$ cat config.mk
export PLATFORM = sky130hd
export DESIGN_NAME = iir_frame_sched
export DESIGN_NICKNAME = d
export VERILOG_FILES = /design/src/rtl/iir_frame_sched.sv
export SDC_FILE = /design/constraint.sdc
export NUM_CORES = 1
export LEC_CHECK = 0
export ABC_CLOCK_PERIOD_IN_PS = 2600
export CORE_MARGIN = 4
export CORE_UTILIZATION = 56
export CTS_BUF_LIST = sky130_fd_sc_hd__clkbuf_8 sky130_fd_sc_hd__clkbuf_16
export CTS_CLUSTER_SIZE = 10
export DETAILED_ROUTE_END_ITERATION = 10
export PLACE_DENSITY_LB_ADDON = 0.08
export SYNTH_ARGS = -nofsm -noshare
export SYNTH_HDL_FRONTEND = slang
export SYNTH_SLANG_ARGS = --single-unit
$ cat constraint.sdc
create_clock -name clk -period 2.6 [get_ports clk]
set_clock_uncertainty 0.2 [all_clocks]
set_input_delay 0.39 -clock clk [delete_from_list [all_inputs] [get_ports clk]]
set_output_delay 0.39 -clock clk [all_outputs]
set_load 0.1 [all_outputs]
$ cat src/rtl/iir_frame_sched.sv
// Frame scheduler in front of a free-running IIR filter.
// Collects FRAME input samples, bursts them into the filter followed by TAIL
// zeros, and captures each filter result LAT clocks later into an output FIFO.
// The filter is held cleared between frames.
// Optional feature: define IIR_SCHED_OVF_EN to add ovf_cnt, a saturating count
// of captured results at full-scale (+max or -max).
module iir_frame_sched #(
  parameter int W     = 11,
  parameter int FRAME = 16,
  parameter int TAIL  = 8,
  parameter int LAT   = 1,
  parameter int DEPTH = 32
) (
  input  logic         clk,
  input  logic         rst,
  input  logic         abort,
  input  logic         in_valid,
  output logic         in_ready,
  input  logic [W-1:0] in_data,
  output logic         out_valid,
  input  logic         out_ready,
  output logic [W-1:0] out_data,
  output logic         iir_rst,
  output logic [W-1:0] iir_x,
  input  logic [W-1:0] iir_z,
  output logic         busy
`ifdef IIR_SCHED_OVF_EN
  ,
  output logic [7:0]   ovf_cnt
`endif
);

  localparam int IW   = (FRAME > 1) ? $clog2(FRAME) : 1;
  localparam int NW   = $clog2(FRAME + 1);
  localparam int CW   = $clog2(FRAME + TAIL + LAT + 1);
  localparam int PW   = (DEPTH > 1) ? $clog2(DEPTH) : 1;
  localparam int OW   = $clog2(DEPTH + 1);
  localparam int NEED = FRAME + TAIL;

  typedef enum logic [1:0] {
    S_IDLE,
    S_BURST,
    S_TAIL,
    S_DRAIN
  } state_t;

  state_t          r_state;
  state_t          w_state_nxt;
  logic [CW-1:0]   r_cnt;
  logic [CW-1:0]   w_cnt_nxt;

  logic [W-1:0]    r_buf [FRAME];
  logic [NW-1:0]   r_in_cnt;

  logic            r_iir_rst;
  logic [W-1:0]    r_iir_x;
  logic            r_busy;
  logic            r_xv;
  logic [LAT-1:0]  r_cap;

  logic [W-1:0]    r_mem [DEPTH];
  logic [PW-1:0]   r_wp;
  logic [PW-1:0]   r_rp;
  logic [OW-1:0]   r_ocnt;

  logic            w_accept;
  logic            w_push;
  logic            w_pop;
  logic            w_space_ok;
  logic            w_frame_done;

  // Handshake and status decode
  assign in_ready     = (r_state == S_IDLE) && (r_in_cnt < NW'(FRAME)) && !abort && !rst;
  assign w_accept     = in_valid && in_ready;
  assign out_valid    = (r_ocnt != '0);
  assign out_data     = r_mem[r_rp];
  assign w_pop        = out_valid && out_ready;
  assign w_push       = r_cap[LAT-1];
  // Pops in the current cycle are deliberately not credited as free space.
  assign w_space_ok   = (r_ocnt <= OW'(DEPTH - NEED));
  assign w_frame_done = (r_state == S_DRAIN) && (w_state_nxt == S_IDLE);

  assign iir_rst = r_iir_rst;
  assign iir_x   = r_iir_x;
  assign busy    = r_busy;

  // Next-state and phase counter
  always_comb begin
    w_state_nxt = r_state;
    w_cnt_nxt   = r_cnt;
    if (abort) begin
      w_state_nxt = S_IDLE;
      w_cnt_nxt   = '0;
    end else begin
      unique case (r_state)
        S_IDLE: begin
          if ((r_in_cnt == NW'(FRAME)) && w_space_ok) begin
            w_state_nxt = S_BURST;
            w_cnt_nxt   = '0;
          end
        end
        S_BURST: begin
          if (r_cnt == CW'(FRAME - 1)) begin
            w_state_nxt = (TAIL == 0) ? S_DRAIN : S_TAIL;
            w_cnt_nxt   = '0;
          end else begin
            w_cnt_nxt = r_cnt + CW'(1);
          end
        end
        S_TAIL: begin
          if (r_cnt == CW'(TAIL - 1)) begin
            w_state_nxt = S_DRAIN;
            w_cnt_nxt   = '0;
          end else begin
            w_cnt_nxt = r_cnt + CW'(1);
          end
        end
        S_DRAIN: begin
          if (r_cnt == CW'(LAT - 1)) begin
            w_state_nxt = S_IDLE;
            w_cnt_nxt   = '0;
          end else begin
            w_cnt_nxt = r_cnt + CW'(1);
          end
        end
        default: begin
          w_state_nxt = S_IDLE;
          w_cnt_nxt   = '0;
        end
      endcase
    end
  end

  // State register plus registered filter-side outputs derived from next state
  always_ff @(posedge clk or posedge rst) begin
    if (rst) begin
      r_state   <= S_IDLE;
      r_cnt     <= '0;
      r_iir_rst <= 1'b1;
      r_iir_x   <= '0;
      r_busy    <= 1'b0;
      r_xv      <= 1'b0;
    end else begin
      r_state   <= w_state_nxt;
      r_cnt     <= w_cnt_nxt;
      r_iir_rst <= (w_state_nxt == S_IDLE);
      r_busy    <= (w_state_nxt != S_IDLE);
      r_xv      <= (w_state_nxt == S_BURST) || (w_state_nxt == S_TAIL);
      // Sample index equals the next phase count, so iir_x lines up with the state it belongs to.
      r_iir_x   <= (w_state_nxt == S_BURST) ? r_buf[w_cnt_nxt[IW-1:0]] : '0;
    end
  end

  // Capture pipe: marks which filter outputs belong to the current frame
  always_ff @(posedge clk or posedge rst) begin
    if (rst) begin
      r_cap <= '0;
    end else if (abort) begin
      r_cap <= '0;
    end else begin
      r_cap[0] <= r_xv;
      for (int unsigned i = 1; i < LAT; i++) begin
        r_cap[i] <= r_cap[i-1];
      end
    end
  end

  // Input sample count; cleared on abort and when a frame completes
  always_ff @(posedge clk or posedge rst) begin
    if (rst) begin
      r_in_cnt <= '0;
    end else if (abort || w_frame_done) begin
      r_in_cnt <= '0;
    end else if (w_accept) begin
      r_in_cnt <= r_in_cnt + NW'(1);
    end
  end

  // Input sample storage, written in arrival order
  always_ff @(posedge clk) begin
    if (w_accept) begin
      r_buf[r_in_cnt[IW-1:0]] <= in_data;
    end
  end

  // Output FIFO storage
  always_ff @(posedge clk) begin
    if (w_push) begin
      r_mem[r_wp] <= iir_z;
    end
  end

  // Output FIFO pointers and occupancy
  always_ff @(posedge clk or posedge rst) begin
    if (rst) begin
      r_wp   <= '0;
      r_rp   <= '0;
      r_ocnt <= '0;
    end else begin
      if (w_push) begin
        r_wp <= (r_wp == PW'(DEPTH - 1)) ? '0 : r_wp + PW'(1);
      end
      if (w_pop) begin
        r_rp <= (r_rp == PW'(DEPTH - 1)) ? '0 : r_rp + PW'(1);
      end
      unique case ({w_push, w_pop})
        2'b10:   r_ocnt <= r_ocnt + OW'(1);
        2'b01:   r_ocnt <= r_ocnt - OW'(1);
        default: r_ocnt <= r_ocnt;
      endcase
    end
  end

`ifdef IIR_SCHED_OVF_EN
  localparam logic [W-1:0] ZMAX = {1'b0, {(W-1){1'b1}}};
  localparam logic [W-1:0] ZMIN = {1'b1, {(W-1){1'b0}}};
  logic [7:0] r_ovf;
  assign ovf_cnt = r_ovf;

  // Saturating count of full-scale captured results
  always_ff @(posedge clk or posedge rst) begin
    if (rst) begin
      r_ovf <= '0;
    end else if (w_push && ((iir_z == ZMAX) || (iir_z == ZMIN)) && (r_ovf != '1)) begin
      r_ovf <= r_ovf + 8'd1;
    end
  end
`endif

endmodule

==> summary.md <==
| Metric | Value |
|---|---|
| Tcrit/Tclk final | 134.5% |
| Antenna violations before repair | 0 |
| Final wirelength | 50930 um |
| Post-layout util | 70.62% |
| Master of the slowest instance on the critical path | mux4_2 |
| N_diodes | 0 |
| Worst hold slack | 0.004720 ns |
| Achievable Freq | 0.2860 GHz |
| GRT overflow | 0 |
| CP endpoint | out_data[8] |
| FF-to-FF path depth | 13 |
| R2R setup slack | -0.36 ns |
| First-pass GRT wire length | 76050 um |
| Share of layout cells above drive strength 1 | 36.67% |
| Die W | 209.8 um |
| HPWL Detailed | 29930 um |
| Drt via density | 6.016 |
| Commonest cells after routing, fill and taps aside | edfxtp_1, buf_4, mux4_2 |
| Antenna viol nets, final | 0 |
| Slew HR | 60.74% |
| RSZ-0062 raised after global routing | yes |
| Worst hold path type | in -> async |
| Switching part of the total power | 27.85% |
| Vias in the first global route | 12090 |
| Final nets | 1474 |
| Failing checks | setup timing |
| CTS tree | yes |
| Final WS setup | -0.8970 ns |
| Gpl congestion | 0.7681 |
| Total CTS buffers | 67 |
| Clk pwr share | 32.1% |
| Most common cell after layout, fill and taps aside | edfxtp_1 |
| Vias after detailed routing | 11870 |
| VDD IR max | 1065 uV |
| Total track usage | 23.17% |
| Arrival time at the worst endpoint | 2.91 ns |
| Int Power | 17.91 mW |
| Critical Path End Type | output port |
| Area growth syn-to-layout | 23.85% |
| CP Launch Type | flop |
| Largest net degree at the start of global routing | 57 |
| Synth warnings | 0 |
| Switching pwr | 6.912 mW |
| Post-Synthesis Net Count | 1217 |
| Post-synth EDFFs | 528 |
| DR WL/cell | 25.81 um |
| Max-slew violations | 0 |
| DRT Pass-1 Iters | 5 |
| Initial Util | 57.02% |
| Worst r2r src | r_cnt[0] |
| Leak | 10.18 nW |
| Ys async rst share | 7.531% |
| Setup CP Type | reg -> out |
| WP data required | 2.01 ns |
| Synth Area per Inst | 19.55 um^2 |
| #FFs+latches synth | 571 |
| FF-to-FF End | iir_x[6] |
| Worst-case clock buffer depth | 3 |
| Clock Latency Late Sink | 0.58 ns |
| Final Hold Fails | 0 |
| Fin crit period | 3.497 ns |
| Max_cap viols | 0 |
| CTS sink cnt | 571 |
| H-tree level count | 3 |
| DRT iter0 DRCs | 1186 |
| Synth cell types | 56 |
| Seq/Total Area, Yosys | 74.23% |
| Die Y | 209.8 um |
| Slew @ Worst Pin | 0.5871 ns |
| Clock root cell | clkbuf_16 |
| CP max stage delay | 0.54 ns |
| CP Cell Sequence | buf_12 > buf_16 > mux4_2 > mux4_2 > mux2_4 > buf_12 |
| Worst-path clk slew | 0.06 ns |
| Critical path startpoint | r_rp[0] |
| Synth Cell Area | 0.02281 mm^2 |
| Outcome | finished with violations |
| Logic gate share of total power | 26.4% |
| PortBufs | 52 |
| Primary FF master, synth | edfxtp_1 |
| Gate Count Post-Synth | 1167 |
| Full die area | 0.04403 mm^2 |
| Core area | 0.04001 mm^2 |
| Pwr dens | 878.7 mW/mm^2 |
| Endpoints failing setup | 23 |
| Worst Path Max Fanout | 10 |
| I/O pins | 53 |
| DRC violations left | 0 |
| Part of the power in registers | 41.4% |
| Cell Rows | 73 |
[through the flow]
step / setup TNS, ns / power [mW] / instance area (um^2) / worst slack (ns) / instances
2_1_floorplan: -99.64 / 14.65 / 23260 / -0.6958 / 1167
3_3_place_gp: -29.08 / 16.73 / 25660 / -0.4749 / 1840
3_5_place_dp: -29.29 / 16.78 / 25660 / -0.5008 / 1840
4_1_cts: -13.64 / 24.98 / 28050 / -0.9307 / 1963
5_1_grt: -15.00 / 25.68 / 28250 / -0.9494 / 1973
6_report: -12.94 / 24.82 / 28250 / -0.8970 / 1973
[metal layers]
metal	vias to the layer above	part of all wire, %	track usage (%)
met1	6190	41	32.36
met2	425	51	38.55
met5	-	0	0
met4	0	2.1	6.278
met3	70	5.9	4.036
li1	5184	-	-
[flip-flops by register name (all words and copies together), names as in the netlist]
signal	count
r_state	2
iir_x	11
r_buf	176
r_cnt	5
r_mem	352
r_in_cnt	5
r_xv	1
busy	1
r_cap	1
iir_rst	1
r_ocnt	6
r_rp	5
r_wp	5
[worst min-delay path by stage]
stage / endpoint / slack [ns] / depth (start not counted)
global placement: r_cap / 0.25 / 1
floorplan: r_cap / 0.24 / 1
detailed placement: r_cap / 0.26 / 1
CTS: r_cap / 0.27 / 1
global route: busy / 0.02 / 2
finish: busy / 0.005 / 2
[worst max-delay path, delay by kind of cell (launching register included)]
kind	cells	cell delay (ns)
mux	3	1.36
buf+inv	3	0.50
flops	1	0.45
[cell usage after synthesis (all sizes together), types with 5 or more instances]
| cell | instances | share of area, % |
|---|---|---|
| inv | 24 | 0.39 |
| mux2 | 53 | 2.6 |
| clkbuf | 19 | 0.31 |
| ha | 22 | 1.2 |
| o21ai | 12 | 0.26 |
| nand3 | 6 | 0.13 |
| nand2 | 69 | 1.1 |
| nand2b | 5 | 0.14 |
| nor2 | 57 | 0.94 |
| buf | 42 | 1.2 |
| mux4 | 110 | 11 |
| nor3 | 8 | 0.20 |
| dfrtp | 42 | 4.6 |
| edfxtp | 528 | 70 |
| nand4 | 12 | 0.33 |
| o211ai | 41 | 1.3 |
| mux2i | 54 | 2.4 |
| xor2 | 6 | 0.23 |
[power by group through the flow]
stage,combinational [mW],sequential [mW],clock [mW]
after detailed placement,6.31,10.5,0
after global routing,6.85,10.3,8.54
after CTS,6.57,10.3,8.13
after floorplan,4.24,10.4,0
final,6.56,10.3,7.98
after global placement,6.26,10.5,0
[kinds of logic (layout without fill, tap and decap cells)]
group,count (synthesis),after routing,synth area share (%)
flops,571,571,74.23
mux,217,217,15.85
simple gates,182,183,3.752
buf+inv,85,365,1.876
compound gates,79,79,2.616
fa+ha+maj,23,23,1.294
xor+xnor,10,10,0.3839
[area by class of cell]
class / instances / area [um^2]
clock buffer: 69 / 1727
fill: 2460 / 11750
multi-input combinational: 512 / 5942
clock inverter: 24 / 101.3
timing repair buffer: 248 / 2791
inverter: 24 / 92.59
sequential: 571 / 16940
tap: 525 / 656.9
[timing repair]
item	in CTS	in global routing
cloned	7	3
resized for setup	51	24
endpoints found under the hold margin	1	0
pin swaps	17	29
buffers inserted	24	16
setup endpoints to repair	29	30
hold buffers	1	0
Power figures use the tool's default switching activity.
